<file path="config.mk">
export PLATFORM = sky130hd
export DESIGN_NAME = mem_access_unit
export DESIGN_NICKNAME = d
export VERILOG_FILES = /design/src/rtl/mem_pkg.sv /design/src/rtl/lane_steer.sv /design/src/rtl/mem_access_unit.sv
export SDC_FILE = /design/constraint.sdc
export NUM_CORES = 1
export LEC_CHECK = 0
export CAP_MARGIN = 20
export CORE_AREA = 3 3 167 169
export CTS_CLUSTER_SIZE = 10
export DETAILED_ROUTE_END_ITERATION = 10
export DIE_AREA = 0 0 170 172
export PLACE_DENSITY = 0.86
export SLEW_MARGIN = 5
export SYNTH_ARGS = -nofsm -noshare
export SYNTH_HDL_FRONTEND = slang
export SYNTH_SLANG_ARGS = --single-unit
</file>
<file path="constraint.sdc">
create_clock -name clock -period 10.8 [get_ports clock]
set_input_delay 2.16 -clock clock [delete_from_list [all_inputs] [get_ports clock]]
set_output_delay 2.16 -clock clock [all_outputs]
set_load 0.05 [all_outputs]
</file>
<file path="src/rtl/mem_pkg.sv">
`default_nettype none
// ============================================================================
// Package  : mem_pkg
// Purpose  : Shared state, size and error encodings for mem_access_unit.
// Revision : 1.0
// ============================================================================
package mem_pkg;

    typedef enum logic [1:0] {
        IDLE  = 2'd0,
        FETCH = 2'd1,
        DATA  = 2'd2,
        RESP  = 2'd3
    } state_t;

    localparam logic [1:0] SZ_B = 2'b00;
    localparam logic [1:0] SZ_H = 2'b01;
    localparam logic [1:0] SZ_W = 2'b10;
    localparam logic [1:0] SZ_D = 2'b11;

    localparam logic [1:0] ERR_NONE    = 2'b00;
    localparam logic [1:0] ERR_ALIGN   = 2'b01;
    localparam logic [1:0] ERR_SIZE    = 2'b10;
    localparam logic [1:0] ERR_TIMEOUT = 2'b11;

    function automatic int size_bytes(input logic [1:0] size);
        return 1 << size;
    endfunction

    function automatic logic [1:0] size_code(input int nbytes);
        return 2'($clog2(nbytes));
    endfunction

endpackage
`default_nettype wire

</file>
<file path="src/rtl/lane_steer.sv">
`default_nettype none
// ============================================================================
// Module   : lane_steer
// Purpose  : Byte-lane enables, store-data steering and load extraction with
//            sign/zero extension for one access of 1<<size bytes at a lane.
// Revision : 1.0
// ============================================================================
module lane_steer
    import mem_pkg::*;
#(
    parameter int DATA_W = 64,
    parameter int LANE_W = 3
) (
    input  logic [1:0]          size,
    input  logic [LANE_W-1:0]   lane,
    input  logic                sign_ext,
    input  logic [DATA_W-1:0]   wdata,
    input  logic [DATA_W-1:0]   rdata_raw,
    output logic [DATA_W/8-1:0] be,
    output logic [DATA_W-1:0]   wdata_sh,
    output logic [DATA_W-1:0]   rdata_ext
);

    localparam int L = DATA_W / 8;

    int                w_nbytes;
    logic [L-1:0]      w_mask;
    logic [DATA_W-1:0] w_shifted;
    logic              w_msb;

    always_comb begin
        w_nbytes  = size_bytes(size);
        w_shifted = rdata_raw >> (8 * lane);
        w_mask    = '0;
        w_msb     = 1'b0;
        for (int i = 0; i < L; i++) begin
            if (i < w_nbytes) begin
                w_mask[i] = 1'b1;
            end
            if (i == w_nbytes - 1) begin
                w_msb = w_shifted[8*i+7];
            end
        end
        // Lanes beyond the access width are filled with the extension byte.
        rdata_ext = '0;
        for (int i = 0; i < L; i++) begin
            rdata_ext[8*i +: 8] = w_mask[i] ? w_shifted[8*i +: 8] : {8{sign_ext & w_msb}};
        end
        be       = w_mask << lane;
        wdata_sh = wdata << (8 * lane);
    end

endmodule
`default_nettype wire

</file>
<file path="src/rtl/mem_access_unit.sv">
`default_nettype none
// ============================================================================
// Module   : mem_access_unit
// Purpose  : Registered req/ack memory port sequencing instruction fetch and
//            data load/store with alignment checks, lane steering and timeout.
// Revision : 1.0
// ============================================================================
module mem_access_unit
    import mem_pkg::*;
#(
    parameter int DATA_W  = 64,
    parameter int ADDR_W  = 32,
    parameter int INSTR_W = 32,
    parameter int TIMEOUT = 15
) (
    input  logic                  clock,
    input  logic                  reset,
    input  logic                  fetch_req,
    input  logic [ADDR_W-1:0]     pc_addr,
    input  logic                  data_req,
    input  logic                  data_we,
    input  logic [ADDR_W-1:0]     data_addr,
    input  logic [1:0]            data_size,
    input  logic                  sign_ext,
    input  logic [DATA_W-1:0]     data_wdata,
    output logic [INSTR_W-1:0]    instr,
    output logic                  instr_valid,
    output logic [DATA_W-1:0]     rdata,
    output logic                  data_done,
    output logic                  err,
    output logic [1:0]            err_code,
    output logic                  busy,
    output logic                  mem_req,
    output logic                  mem_we,
    output logic [ADDR_W-1:0]     mem_addr,
    output logic [DATA_W/8-1:0]   mem_be,
    output logic [DATA_W-1:0]     mem_wdata,
    input  logic                  mem_ack,
    input  logic [DATA_W-1:0]     mem_rdata
);

    localparam int         L      = DATA_W / 8;
    localparam int         LANE_W = (L > 1) ? $clog2(L) : 1;
    localparam logic [1:0] ISIZE  = size_code(INSTR_W / 8);
    localparam int         CNT_W  = (TIMEOUT > 1) ? $clog2(TIMEOUT + 1) : 1;

    state_t             r_state;
    logic [CNT_W-1:0]   r_cnt;
    logic [1:0]         r_size;
    logic [LANE_W-1:0]  r_lane;
    logic               r_sext;

    logic [ADDR_W-1:0]  w_acc_addr;
    logic [1:0]         w_acc_size;
    logic [2:0]         w_align_mask;
    logic               w_size_err;
    logic               w_align_err;
    logic [1:0]         w_st_size;
    logic [LANE_W-1:0]  w_st_lane;
    logic [L-1:0]       w_be;
    logic [DATA_W-1:0]  w_wdata_sh;
    logic [DATA_W-1:0]  w_rdata_ext;

    always_comb begin
        w_acc_addr   = data_req ? data_addr : pc_addr;
        w_acc_size   = data_req ? data_size : ISIZE;
        w_size_err   = size_bytes(w_acc_size) > L;
        w_align_mask = 3'(size_bytes(w_acc_size) - 1);
        w_align_err  = (w_acc_addr[2:0] & w_align_mask) != 3'd0;
        // One steering block serves the request side in IDLE and the response side afterwards.
        w_st_size    = (r_state == IDLE) ? w_acc_size : r_size;
        w_st_lane    = (r_state == IDLE) ? w_acc_addr[LANE_W-1:0] : r_lane;
    end

    lane_steer #(
        .DATA_W (DATA_W),
        .LANE_W (LANE_W)
    ) u_lane_steer (
        .size      (w_st_size),
        .lane      (w_st_lane),
        .sign_ext  (r_sext),
        .wdata     (data_wdata),
        .rdata_raw (mem_rdata),
        .be        (w_be),
        .wdata_sh  (w_wdata_sh),
        .rdata_ext (w_rdata_ext)
    );

    always_ff @(posedge clock or posedge reset) begin
        if (reset) begin
            r_state     <= IDLE;
            r_cnt       <= '0;
            r_size      <= '0;
            r_lane      <= '0;
            r_sext      <= 1'b0;
            instr       <= '0;
            instr_valid <= 1'b0;
            rdata       <= '0;
            data_done   <= 1'b0;
            err         <= 1'b0;
            err_code    <= ERR_NONE;
            busy        <= 1'b0;
            mem_req     <= 1'b0;
            mem_we      <= 1'b0;
            mem_addr    <= '0;
            mem_be      <= '0;
            mem_wdata   <= '0;
        end else begin
            instr_valid <= 1'b0;
            data_done   <= 1'b0;
            case (r_state)
                IDLE: begin
                    if (data_req || fetch_req) begin
                        r_size <= w_acc_size;
                        r_lane <= w_acc_addr[LANE_W-1:0];
                        r_sext <= data_req & sign_ext;
                        r_cnt  <= '0;
                        busy   <= 1'b1;
                        if (w_size_err || w_align_err) begin
                            err         <= 1'b1;
                            err_code    <= w_size_err ? ERR_SIZE : ERR_ALIGN;
                            instr_valid <= ~data_req;
                            data_done   <= data_req;
                            r_state     <= RESP;
                        end else begin
                            mem_req   <= 1'b1;
                            mem_we    <= data_req & data_we;
                            mem_addr  <= {w_acc_addr[ADDR_W-1:LANE_W], LANE_W'(0)};
                            mem_be    <= w_be;
                            mem_wdata <= w_wdata_sh;
                            r_state   <= data_req ? DATA : FETCH;
                        end
                    end
                end
                FETCH, DATA: begin
                    if (mem_ack) begin
                        mem_req <= 1'b0;
                        mem_we  <= 1'b0;
                        // Stores complete without disturbing the last load result.
                        if (r_state == FETCH) begin
                            instr <= w_rdata_ext[INSTR_W-1:0];
                        end else if (!mem_we) begin
                            rdata <= w_rdata_ext;
                        end
                        err         <= 1'b0;
                        err_code    <= ERR_NONE;
                        instr_valid <= (r_state == FETCH);
                        data_done   <= (r_state == DATA);
                        r_state     <= RESP;
                    end else if (r_cnt == CNT_W'(TIMEOUT - 1)) begin
                        mem_req     <= 1'b0;
                        mem_we      <= 1'b0;
                        err         <= 1'b1;
                        err_code    <= ERR_TIMEOUT;
                        instr_valid <= (r_state == FETCH);
                        data_done   <= (r_state == DATA);
                        r_state     <= RESP;
                    end else begin
                        r_cnt <= r_cnt + 1'b1;
                    end
                end
                RESP: begin
                    busy     <= 1'b0;
                    err      <= 1'b0;
                    err_code <= ERR_NONE;
                    r_state  <= IDLE;
                end
                default: r_state <= IDLE;
            endcase
        end
    end

endmodule
`default_nettype wire

</file>
# Word level (Yosys, flattened, before mapping)

Cells that the tools add are included.

Bits in registers: 217
Output and inout port bits: 208

Add/subtract/negate cells: 3
Order comparisons: 9
Equal/unequal tests: 17
Shifts and indexed selects: 5
Mux-type cells: 68
Bitwise operators: 8
Reductions and logical operators: 17

Operators by type and width:

| operator                                                               | number |
|---|---|
| 4-bit by 32-bit equality test with 1-bit output (first input constant) | 4 |
| 4-bit by 32-bit < comparator with 1-bit output (first input constant)  | 4 |
| 3-bit by 32-bit equality test with 1-bit output (first input constant) | 2 |
| 3-bit by 32-bit < comparator with 1-bit output (first input constant)  | 2 |
| 8-bit two-way mux                                                      | 8 |
| 1-bit by 2-bit << shifter with 32-bit output (first input constant)    | 2 |
| 64-bit by 6-bit << shifter with 64-bit output                          | 1 |
| 64-bit by 6-bit right shift with 64-bit output                         | 1 |
| 1-bit two-way mux                                                      | 35 |
| 2-bit by 32-bit equality test with 1-bit output (first input constant) | 1 |
| 32-bit by 5-bit > comparator with 1-bit output (second input constant) | 1 |
| 32-bit logical NOT                                                     | 1 |
| 1-bit by 32-bit < comparator with 1-bit output (first input constant)  | 1 |
| 2-bit by 32-bit < comparator with 1-bit output (first input constant)  | 1 |
| 32-bit two-way mux                                                     | 1 |
| 32-bit by 2-bit subtractor with 32-bit output (second input constant)  | 1 |
| 2-bit two-way mux                                                      | 11 |
| 4-bit two-way mux                                                      | 3 |
| 2-bit one-hot mux with 3 select lines                                  | 2 |
| 4-bit AND reduction                                                    | 3 |
| 1-bit one-hot mux with 2 select lines                                  | 5 |
| 3-bit AND reduction                                                    | 3 |
| 4-bit one-hot mux with 2 select lines                                  | 1 |
| 8-bit by 3-bit << shifter with 8-bit output                            | 1 |
| 19 further kinds                                                       | 32 |

# Longest topological paths before layout

Word-level depth: 15
Gate-level depth with buffers: 13
Mapped depth without buffers: 9

# By module

Synthesis repeated with hierarchy kept, for this count alone.

Cell total of the unflattened synthesis: 1198
Area total of the unflattened synthesis: 12933.7 um2

Modules (own cells, without submodules):

| module          | times used | cells each | area an instance (um2) | seq. area each (um2) |
|---|---|---|---|---|
| mem_access_unit | 1          | 578        | 9202.6                 | 5405.2 |
| lane_steer      | 1          | 620        | 3731.1                 | 0.0 |

# Worst setup path before layout

Ideal clock, no wire load.

Kind: input-to-reg
From: in data_req
To: reg instr[14]
Arrival: 4086 ps
Setup slack: 6589 ps
Stages on the path: 10
Path buffers: 3
Cells stage by stage: buf_4 -> mux2i_1 -> a21o_1 -> buf_2 -> nand2_2 -> a311oi_2 -> nor4_4 -> buf_2 -> a211o_1 -> mux2_2

Longest elaborated chain between the ends: 15
Elaborated cells between the ends (all ways): 27

Ends and longest elaborated chain:

| item                                          | RTL line               | source |
|---|---|---|
| from (decl)                                   | mem_access_unit.sv:20  | `input logic data_req,` |
| 2-bit two-way mux                             | mem_access_unit.sv:66  | `w_acc_size = data_req ? data_size : ISIZE;` |
| 2-bit two-way mux                             | mem_access_unit.sv:71  | `w_st_size = (r_state == IDLE) ? w_acc_size : r_size;` |
| 1-bit by 2-bit << shifter with 32-bit output  | mem_pkg.sv:27          | `return 1 << size;` |
| 32-bit by 2-bit subtractor with 32-bit output | lane_steer.sv:40       | `if (i == w_nbytes - 1) begin` |
| 32-bit logical NOT                            | lane_steer.sv:40       |  |
| 1-bit two-way mux (8 in a row)                | lane_steer.sv:40       |  |
| 1-bit AND                                     | lane_steer.sv:47       | `rdata_ext[8*i +: 8] = w_mask[i] ? w_shifted[8*i +: 8] : {8{sign_ext & w_msb}};` |
| 8-bit two-way mux (*)                         | lane_steer.sv:47       |  |
| to (signal assigned)                          | mem_access_unit.sv:141 | `instr <= w_rdata_ext[INSTR_W-1:0];` |
| to (decl)                                     | mem_access_unit.sv:26  | `output logic [INSTR_W-1:0] instr,` |

Every way passes the cells marked *; elsewhere a longest branch is shown, timed or not.
A chain may end at the register's enable or synchronous reset.

# Worst setup path after layout

From: in data_req
To: reg instr[18]

Same word-level chain as after synthesis.

==> flow_summary.json <==
{
  "drive_gt1_frac": 0.0594,
  "cts_made_buffers": 26,
  "clockPowerShare": 0.112,
  "cts_resized": 0,
  "syn_inst": 1382,
  "die_w_um": 170,
  "h-tree-depth": 1,
  "yosys_warnings": 0,
  "path_cells": "buf_2 -> buf_4 -> mux2i_4 -> a21o_2 -> buf_4 -> nand2_1 -> nor2_1 -> nor4_4 -> nor2_2 -> a31oi_1",
  "start_kind": "primary input",
  "num_vias": 12300,
  "antenna_found_initial": 1,
  "cts.sinks": 217,
  "grt_usage": 0.308,
  "drc": 0,
  "boundaryPins": 409,
  "switching_share": 0.545,
  "combinationalPowerShare": 0.676,
  "first_iter_violations": 1401,
  "yosysSeqAreaShare": 0.457,
  "cpPeakStageDelay_ps": 640,
  "nFillCells": 2279,
  "place_hpwl_um": 34900,
  "fin_crit_ps": 5670,
  "synth-seq-cells": 217,
  "cts_setup_buffers": 0,
  "wl_per_cell_um": 22.5,
  "max_freq_mhz": 176,
  "ir_drop_v": 0.000253,
  "power.internal_w": 0.00313,
  "power.leakage_nw": 7.30,
  "grt_max_degree": 139,
  "relSlewSlack": 0.251,
  "critPathKind": "primary input to flop",
  "critical-path-slowest-cell": "buf_4",
  "grt_pass1_vias": 12100,
  "skew_ps": 15.2,
  "switching_power_w": 0.00375,
  "initial_core_util": 0.444,
  "cts_tree": "yes",
  "final_common_cell": "clkdlybuf4s50_1",
  "cp_max_fo": 78,
  "worst_pin_slew_ps": 1120,
  "detail-route-antenna-nets": 0,
  "drv_cap": 0,
  "cts_root_buffer": "clkbuf_16",
  "hold_buffers": 0,
  "firstDrtPassIters": 7,
  "overflow": 0,
  "finalPower_w": 0.00688,
  "grt_pass1_wl_um": 70500,
  "die_area_um2": 29200,
  "instances_no_fill": 2076,
  "synth_flop_cell": "dfrtp_1",
  "critPathTopFamily": "simple AND/OR/NAND/NOR gates",
  "critPathBufInv": 3,
  "status": "completed",
  "clock_path_buffers": 3,
  "endpoint_kind": "flop",
  "p_per_area_nw_per_um2": 408,
  "avgSynthCellArea_um2": 8.59,
  "rsz0062_at_grt": "no",
  "fin_crit_sh": 0.525,
  "synth_edf_count": 0,
  "placeableCoreArea_um2": 26700,
  "dp.cells": 2042,
  "finalNetCount": 1938,
  "drt-vias-per-instance": 5.91,
  "syn_area_um2": 11900,
  "cp.required_ps": 11180,
  "final-setup-viol-count": 0,
  "ys_types": 56,
  "syn2layout_area_growth_pct": 41.9,
  "final_area_um2": 16800,
  "hold_class": "flop to flop",
  "slew_violations": 0,
  "die_h_um": 172,
  "port_buffers": 405,
  "path_clk_slew_ps": 50,
  "clk_latency_ps": 540,
  "std_cell_rows": 60,
  "p_seq_frac": 0.212,
  "place_congestion": 0.972,
  "setup_tns_ps": 0,
  "mostFrequentLayoutCells": "clkdlybuf4s50_1 (404), nand2_1 (326), dfrtp_1 (217), nor2_1 (135)",
  "dpl_cell_area_um2": 16100,
  "cp_common_cell": "buf_4",
  "wl_um": 46800,
  "ys_async_sr_fraction": 1.00,
  "finalHoldViolCount": 0,
  "cp.arrival_ps": 6040
}
[area by class of cell]
class	count	area, um2	area share
antenna	1	2.50	0.000149
tap	341	427	0.0253
inverter	8	37.5	0.00223
sequential	217	5430	0.322
multi-input combinational	1052	6020	0.357
clock inverter	4	31.3	0.00186
timing repair buffer	425	4220	0.251
clock buffer	28	678	0.0402
[through the flow]
| step | hold slack (ps) | utilization | worst slack [ps] |
|---|---|---|---|
| 2_1_floorplan | 451 | - | 2700 |
| 3_3_place_gp | 450 | 0.602 | 4790 |
| 3_5_place_dp | 459 | 0.603 | 4680 |
| 4_1_cts | 476 | 0.629 | 5210 |
| 5_1_grt | 504 | 0.630 | 4880 |
| 6_report | 472 | 0.630 | 5130 |
[worst paths after layout]
kind / startpoint / endpoint / slack [ps] / cells past startpoint
hold reg to reg: mem_wdata[3]$_DFFE_PP0P_ / mem_wdata[3]$_DFFE_PP0P_ / 470 / 2
hold / removal: mem_wdata[3]$_DFFE_PP0P_ / mem_wdata[3]$_DFFE_PP0P_ / 470 / 2
setup / recovery: data_req / instr[18]$_DFFE_PP0P_ / 5130 / 10
setup reg to reg: r_state[0]$_DFFE_PP0P_ / instr[18]$_DFFE_PP0P_ / 6510 / 12
min in group asynchronous: reset / mem_addr[5]$_DFFE_PP0P_ / 2260 / 2
max in group asynchronous: reset / rdata[21]$_DFFE_PP0P_ / 7220 / 4
[logic make-up after synthesis]
family / synth area share
buf+inv: 0.0416
other cells: 0.000316
simple gates: 0.202
compound gates: 0.176
mux: 0.116
flops: 0.457
fa+ha+maj: 0.00738
[state kept, by name, summed over array words and instances, names as in the netlist]
register	flops
mem_wdata	64
rdata	64
instr	32
mem_addr	29
mem_be	8
r_cnt	4
r_lane	3
err_code	2
r_size	2
r_state	2
busy	1
data_done	1
err	1
instr_valid	1
mem_req	1
mem_we	1
r_sext	1
[synth_stat cells (2+ instances only)]
| cell type | number | share of area |
|---|---|---|
| buf_1 | 14 | 0.0044 |
| mux2_2 | 27 | 0.026 |
| nand2b_1 | 3 | 0.0016 |
| a311oi_1 | 8 | 0.0059 |
| a21oi_1 | 43 | 0.018 |
| and3_1 | 11 | 0.0058 |
| mux2i_1 | 103 | 0.087 |
| nand3_1 | 52 | 0.022 |
| or3_1 | 8 | 0.0042 |
| nand4_1 | 3 | 0.0016 |
| a32o_1 | 2 | 0.0017 |
| o21ai_1 | 6 | 0.0025 |
| nand2_2 | 2 | 0.0011 |
| a22o_1 | 21 | 0.015 |
| nor2_1 | 136 | 0.043 |
| o22ai_1 | 4 | 0.0021 |
| nor2b_1 | 3 | 0.0016 |
| inv_1 | 8 | 0.0025 |
| clkbuf_1 | 64 | 0.020 |
| dfrtp_1 | 217 | 0.46 |
| o211ai_1 | 2 | 0.0013 |
| or2_2 | 3 | 0.0016 |
| buf_2 | 20 | 0.0084 |
| a32oi_1 | 8 | 0.0059 |
| a31oi_1 | 94 | 0.050 |
| buf_4 | 8 | 0.0051 |
| a211oi_1 | 4 | 0.0025 |
| nor3_1 | 24 | 0.010 |
| ha_1 | 7 | 0.0074 |
| nand2_1 | 326 | 0.10 |
| a2bb2oi_1 | 6 | 0.0044 |
| a21o_1 | 8 | 0.0051 |
| o21ai_0 | 103 | 0.043 |
| a22oi_1 | 5 | 0.0032 |
| a211o_1 | 8 | 0.0059 |
[metal layers]
metal  global-route usage  part of all wire  wire length, um  vias to the layer above
met5                    0                 0                0                        -
met3               0.0741              0.10             4690                      153
met2                0.515              0.47            22200                      755
li1                     -                 -                -                     5545
met4                0.144             0.054             2520                        0
met1                0.378              0.37            17400                     5811
[worst min-delay path, cell delays in order (launching register included)]
cell and delay (ps):
dfrtp_1 340, nand2_1 50, nand2_1 50
[power by group through the flow]
stage / sequential [W] / combinational, W / clock (W)
floorplan: 0.00267 / 0.00187 / 0
global placement: 0.00146 / 0.00452 / 0
detailed placement: 0.00146 / 0.00458 / 0
CTS: 0.00146 / 0.00461 / 0.000780
global route: 0.00150 / 0.00493 / 0.000811
finish: 0.00146 / 0.00465 / 0.000767
Note: power is estimated with default switching activity, not from simulation.
